### src/rtl/uart_receiver.sv
// 8N1 UART receiver: start-bit qualify, mid-bit sampling, stop check, FIFO write strobe.
// Optional two-flop input synchroniser enabled by defining UART_RX_SYNC_EN.
//
// state | meaning
// IDLE  | line idle, waiting for rxd_s = 0
// START | counting to mid start bit, rejecting glitches
// DATA  | sampling 8 data bits LSB first, one per CLKS_PER_BIT cycles
// STOP  | sampling stop bit, then write / frame_err / overrun_err
module uart_receiver #(
  parameter int CLKS_PER_BIT = 1
) (
  input  logic       clk,
  input  logic       rst,
  input  logic       rxd,
  input  logic       full,
  output logic [7:0] data_out,
  output logic       fifo_wr_en,
  output logic       frame_err,
  output logic       overrun_err,
  output logic       busy
);

  localparam int TW = (CLKS_PER_BIT > 1) ? $clog2(CLKS_PER_BIT) : 1;
  localparam int H  = (CLKS_PER_BIT - 1) / 2;
  localparam logic [TW-1:0] TICK_HALF = TW'(H);
  localparam logic [TW-1:0] TICK_LAST = TW'(CLKS_PER_BIT - 1);
  localparam logic [TW-1:0] TICK_ONE  = TW'(1);

  typedef enum logic [1:0] {
    IDLE  = 2'd0,
    START = 2'd1,
    DATA  = 2'd2,
    STOP  = 2'd3
  } state_t;

  state_t        state_q, state_d;
  logic [TW-1:0] tick_q, tick_d;
  logic [2:0]    bit_q, bit_d;
  logic [7:0]    shift_q, shift_d;
  logic [7:0]    data_q, data_d;
  logic          wr_q, wr_d;
  logic          ferr_q, ferr_d;
  logic          oerr_q, oerr_d;
  logic          busy_q, busy_d;
  logic          rxd_s;

`ifdef UART_RX_SYNC_EN
  logic sync1_q, sync2_q;

  always_ff @(posedge clk) begin
    if (rst) begin
      sync1_q <= 1'b1;
      sync2_q <= 1'b1;
    end else begin
      sync1_q <= rxd;
      sync2_q <= sync1_q;
    end
  end

  assign rxd_s = sync2_q;
`else
  assign rxd_s = rxd;
`endif

  always_ff @(posedge clk) begin
    if (rst) begin
      state_q <= IDLE;
      tick_q  <= '0;
      bit_q   <= '0;
      shift_q <= '0;
      data_q  <= '0;
      wr_q    <= 1'b0;
      ferr_q  <= 1'b0;
      oerr_q  <= 1'b0;
      busy_q  <= 1'b0;
    end else begin
      state_q <= state_d;
      tick_q  <= tick_d;
      bit_q   <= bit_d;
      shift_q <= shift_d;
      data_q  <= data_d;
      wr_q    <= wr_d;
      ferr_q  <= ferr_d;
      oerr_q  <= oerr_d;
      busy_q  <= busy_d;
    end
  end

  always_comb begin
    state_d = state_q;
    tick_d  = tick_q;
    bit_d   = bit_q;
    shift_d = shift_q;
    data_d  = data_q;
    wr_d    = 1'b0;
    ferr_d  = 1'b0;
    oerr_d  = 1'b0;

    unique case (state_q)
      IDLE: begin
        if (!rxd_s) begin
          // With H = 0 the start bit centre is this very cycle.
          if (H == 0) begin
            state_d = DATA;
            tick_d  = '0;
            bit_d   = '0;
          end else begin
            state_d = START;
            tick_d  = TICK_ONE;
          end
        end
      end

      START: begin
        tick_d = tick_q + TICK_ONE;
        if (tick_q == TICK_HALF) begin
          tick_d = '0;
          if (!rxd_s) begin
            state_d = DATA;
            bit_d   = '0;
          end else begin
            state_d = IDLE;
          end
        end
      end

      DATA: begin
        tick_d = tick_q + TICK_ONE;
        if (tick_q == TICK_LAST) begin
          tick_d  = '0;
          shift_d = {rxd_s, shift_q[7:1]};
          if (bit_q == 3'd7) begin
            state_d = STOP;
          end else begin
            bit_d = bit_q + 3'd1;
          end
        end
      end

      STOP: begin
        tick_d = tick_q + TICK_ONE;
        if (tick_q == TICK_LAST) begin
          tick_d  = '0;
          state_d = IDLE;
          if (!rxd_s) begin
            ferr_d = 1'b1;
          end else if (full) begin
            oerr_d = 1'b1;
          end else begin
            wr_d   = 1'b1;
            data_d = shift_q;
          end
        end
      end

      default: state_d = IDLE;
    endcase

    busy_d = (state_d != IDLE);
  end

  assign data_out    = data_q;
  assign fifo_wr_en  = wr_q;
  assign frame_err   = ferr_q;
  assign overrun_err = oerr_q;
  assign busy        = busy_q;

endmodule

### config.mk
export PLATFORM = sky130hd
export DESIGN_NAME = uart_receiver
export DESIGN_NICKNAME = d
export VERILOG_FILES = /design/src/rtl/uart_receiver.sv
export SDC_FILE = /design/constraint.sdc
export NUM_CORES = 1
export LEC_CHECK = 0
export ABC_CLOCK_PERIOD_IN_PS = 3400
export CELL_PAD_IN_SITES_DETAIL_PLACEMENT = 1
export CELL_PAD_IN_SITES_GLOBAL_PLACEMENT = 1
export CORE_MARGIN = 3
export CORE_UTILIZATION = 42
export CTS_BUF_LIST = sky130_fd_sc_hd__clkbuf_4
export DETAILED_ROUTE_END_ITERATION = 12
export PLACE_DENSITY = 0.9
export SYNTH_ARGS = -nofsm -noshare
export SYNTH_HDL_FRONTEND = slang
export SYNTH_SLANG_ARGS = --single-unit
### constraint.sdc
create_clock -name clk -period 3.4 [get_ports clk]
set_clock_uncertainty 0.15 [all_clocks]
set_input_delay 0.68 -clock clk [delete_from_list [all_inputs] [get_ports clk]]
set_output_delay 0.68 -clock clk [all_outputs]
set_load 0.01 [all_outputs]
# ---- Yosys cells after proc, flatten, opt, wreduce, memory -nomap -nowiden
# Cells that the tools add are included.
dict set report totals {
  regBits 26
  latchBits 0
  ram_bits 0
  rom_bits 0
  input_bits 4
  out_inout_bits 12
  elab_cells 50
  n_memories 0
}
dict set report op_classes {
  n_addsub 2
  mul 0
  n_div 0
  magnitude_cmp 0
  n_eq_ne 8
  n_shift 0
  mux 18
  bitwise_logic 4
  n_reduce_logical 9
}
# operator count
set op_table {}
lappend op_table {{$mux W2} 6}
lappend op_table {{$mux W3} 4}
lappend op_table {{$pmux W3 S3} 1}
lappend op_table {{$ne A2 B2 Y1 const B} 4}
lappend op_table {{$pmux W2 S4} 1}
lappend op_table {{$reduce_and A4 Y1} 2}
lappend op_table {{$reduce_or A3 Y1} 2}
lappend op_table {{$mux W1} 5}
lappend op_table {{$eq A2 B2 Y1 const B} 2}
lappend op_table {{$not A1 Y1} 4}
lappend op_table {{$reduce_or A4 Y1} 1}
lappend op_table {{$add A3 B1 Y3 const B} 1}
lappend op_table {{$eq A3 B3 Y1 const B} 1}
lappend op_table {{$reduce_bool A3 Y1} 1}
lappend op_table {{$eq A2 B1 Y1 const B} 1}
lappend op_table {{$logic_not A2 Y1} 1}
lappend op_table {{$pmux W1 S2} 1}
lappend op_table {{$reduce_and A2 Y1} 1}
lappend op_table {{$reduce_bool A2 Y1} 1}
lappend op_table {{$add A1 B1 Y1 const B} 1}

# ---- Logic depth before layout (Yosys ltp)
dict set report logic_depth {
  depth_word 5
  ltp_mapped 5
  depth_no_buf 5
}

# ---- Worst setup path after synthesis
# Ideal clock, no wire load.
dict set report synth_path {
  path_type {register to register}
  startpoint {reg bit_q[0]}
  endpoint {reg bit_q[1]}
  setup_time_ps 132
  arrival_ps 1192
  t_required_ps 3118
  slack_ps 1926
  path_stages_with_launch 6
  n_path_buf 0
  synth_period_minus_slack_ps 1474
  cell_sequence {dfxtp_1 > ha_1 > ha_1 > or3b_1 > nand3_1 > a21oi_1}
}
dict set report synth_between {
  elab_chain_cells 4
  word_cells_on_any_way 7
  classes_between {add/sub (1); eq/ne (2); mux (3); reduce/logical (1)}
}
# item line
set synth_lines {}
lappend synth_lines {{from (decl)} 38} ;# logic [2:0] bit_q, bit_d;
lappend synth_lines {{from (signal assigned)} 79} ;# bit_q <= bit_d;
lappend synth_lines {{$add A3 B1 Y3} 135} ;# bit_d = bit_q + 3'd1;
lappend synth_lines {{$mux W3} 132} ;# if (bit_q == 3'd7) begin
lappend synth_lines {{$mux W3} 129} ;# if (tick_q == TICK_LAST) begin
lappend synth_lines {{$pmux W3 S3} 99} ;# unique case (state_q)
# Parallel ways exist; a longest one is shown, timed or not. The select of a mux whose other input is x is not followed.
# A chain may end at the register's enable or synchronous reset.

# ---- Final worst setup path
dict set report layout_path {
  startpoint {reg busy_q, in the netlist busy}
  endpoint {out busy}
}
# item line
set layout_lines {}
lappend layout_lines {{from (decl)} 44} ;# logic busy_q, busy_d;
lappend layout_lines {{from (signal assigned)} 85} ;# busy_q <= busy_d;
lappend layout_lines {{to (decl)} 20} ;# output logic busy
# No word-level cell between the ends.

==> flow_metrics.tcl <==
set metrics [dict create \
    path_cells "clkdlybuf4s50_1" \
    cp-start-kind "flop" \
    critPathTopFamily "buffers and inverters" \
    insertedDiodeCount 0 \
    hold_buffers 0 \
    internal_power_mw 0.414 \
    cts_max_path_buffers 2 \
    die_w_um 51.4 \
    totalNegativeSetupSlack_ns 0 \
    final_common_cell "nand2_1" \
    drtPass1Iterations 4 \
    synth-xor-area-share_pct 0 \
    start_util_pct 47.1 \
    r2r_cells 5 \
    clk_latency_ns 0.31 \
    drive_above_1_share_pct 4.35 \
    clk_pin_slew_ns 0.13 \
    slew_viol_final 0 \
    whs_path_depth 2 \
    cp_num_cells 1 \
    fp.dieArea_um2 2640 \
    synth_top_family_by_area "simple AND/OR/NAND/NOR gates" \
    clock.fmax_mhz 455 \
    synth_compound_area_share_pct 11.6 \
    cts_resized 0 \
    synth-seq-cells 24 \
    cts_tree "yes" \
    slowest_stage "clkdlybuf4s50_1" \
    slew_headroom_pct 41.6 \
    r2r_start "bit_q[0]$_SDFFE_PP0P_" \
    avgRoutedWirePerCell_um 14.7 \
    synthAdderAreaFrac_pct 2.89 \
    yosys_warnings 0 \
    syn_inst 101 \
    power_leakage_nw 0.364 \
    synth_cell_types 17 \
    hold_path.class "flop to flop" \
    comb_power_share_pct 5.3 \
    rsz0062_at_grt "false" \
    worst_ep_required_time_ns 2.57 \
    criticalPathCategory "flop to primary output" \
    synthesis.area_um2 866 \
    grt_pass1_vias 723 \
    synth_fp_nets 107 \
    synth_seq_area_share_pct 55.5 \
    arrival_ns 1.37 \
    drtAntennaViolNets 0 \
    cap_viol_max_count 0 \
    syn_area_per_cell_um2 8.57 \
    antenna_found_initial 0 \
    cts-root-buf "clkbuf_4" \
    p_sw_share_pct 20.3 \
    core.rowCount 15 \
    fin_nets 122 \
    portBuffers 15 \
    final_hold_viol_count 0 \
    clkPwrFrac_pct 39.3 \
    wl_mm 2.06 \
    p_per_area_nw_per_um2 483 \
    synthSimpleGateAreaFrac_pct 27.5 \
    drt-initial-drc-count 9 \
    outcome "complete, no violations" \
    finalSetupViolCount 0 \
    die_h_um 51.4 \
    post-cts-setup-buffer-count 0 \
    switchingPower_mw 0.106 \
    p_seq_share_pct 55.4 \
    r2r_slack_ns 1.78 \
    max_stage_delay_ns 0.59 \
    end_kind "primary output" \
    drc 0 \
    io_pins 16 \
    tightest_slew_ns 0.873 \
    via_count 724 \
    clock_sinks 24 \
    cts_buffers 3 \
    period_share_pct 64.7 \
    synth_mux_area_share_pct 0 \
    grt_use_total_pct 17.4 \
    grt_overflow 0 \
    ir_drop_v 0.000258 \
    hold_start "shift_q[0]$_SDFFE_PP0P_" \
    viasPerCell 5.17 \
    grt_max_degree 25 \
    gp_routability_congestion 0.679 \
    core_um2 1840 \
    final_cell_mix "nand2_1, dfxtp_1, a21oi_1" \
    area_growth_pct 24.4 \
    timing.rr.end "bit_q[1]$_SDFFE_PP0P_" \
    path_max_fanout 9 \
    hpwl_mm 1.44 \
    min_period_ns 2.20 \
    worst-path-buf-inv 1 \
    total_power_mw 0.520 \
    grt_pass1_wl_mm 3.44 \
    min_to "data_out[0]$_SDFFE_PP0P_" \
    htreeDepth 1 \
]
## logic make-up after synthesis
logic type      count (synthesis)
simple gates                   50
flops                          24
compound gates                 20
buf+inv                         5
fa+ha+maj                       2
## stage by stage
stage / std cells / worst slack, ns / hold WS, ns / area (um2) / util [%]
floorplan: 101 / 1.93 / 0.282 / 866 / -
global placement: 136 / 1.17 / 0.292 / 1020 / 55.7
detailed placement: 136 / 1.13 / 0.307 / 1020 / 55.7
CTS: 140 / 1.20 / 0.325 / 1080 / 58.6
global route: 140 / 1.13 / 0.342 / 1080 / 58.6
finish: 140 / 1.20 / 0.324 / 1080 / 58.6
## registers in the layout (all words and copies together), names as in the netlist
| register | cells |
|---|---|
| overrun_err | 1 |
| shift_q | 8 |
| frame_err | 1 |
| busy | 1 |
| data_out | 8 |
| state_q | 1 |
| fifo_wr_en | 1 |
| bit_q | 3 |
## area by class of cell
class                   count  area [um2]
repair buffers             15         150
fillers                   235         762
well taps                  25        31.3
flip-flops and latches     24         480
clock inverters             1        30.0
multi-input cells          72         363
clock buffers               3        22.5
## worst max-delay path by stage
stage	start	to	slack, ns
2_1_floorplan	bit_q[0]$_SDFFE_PP0P_	bit_q[1]$_SDFFE_PP0P_	1.93
3_3_place_gp	rst	fifo_wr_en$_SDFF_PP0_	1.17
3_5_place_dp	rst	fifo_wr_en$_SDFF_PP0_	1.13
4_1_cts	busy$_SDFF_PP0_	busy	1.20
5_1_grt	busy$_SDFF_PP0_	busy	1.13
6_report	busy$_SDFF_PP0_	busy	1.20
## power groups by stage
| stage | sequential (mW) | clock [mW] | combinational [mW] |
|---|---|---|---|
| after floorplan | 0.294 | 0 | 0.0171 |
| after global routing | 0.289 | 0.216 | 0.0310 |
| after global placement | 0.294 | 0 | 0.0261 |
| after CTS | 0.288 | 0.207 | 0.0280 |
| after detailed placement | 0.294 | 0 | 0.0274 |
| final | 0.288 | 0.204 | 0.0276 |
## synthesized netlist by cell type
master / n / area (um2)
clkbuf_1: 2 / 7.51
dfxtp_1: 24 / 480
and4b_1: 1 / 10.0
nor4b_1: 1 / 8.76
nor4bb_1: 1 / 10.0
nand4b_1: 1 / 8.76
a21oi_1: 20 / 100
ha_1: 2 / 25.0
nor3b_1: 2 / 15.0
nor2b_1: 1 / 6.26
or2_2: 1 / 6.26
or3b_1: 1 / 8.76
nand2b_1: 2 / 12.5
buf_2: 3 / 15.0
nand3_1: 3 / 15.0
nor3_1: 1 / 5.00
nand2_1: 35 / 131
## per-layer routing
| layer | global-route usage [%] | routed length, um |
|---|---|---|
| met4 | 8.73 | 44 |
| met5 | 0 | 0 |
| met1 | 19.8 | 915 |
| met3 | 2.92 | 49 |
| met2 | 30.9 | 1060 |
Power figures use the tool's default switching activity.
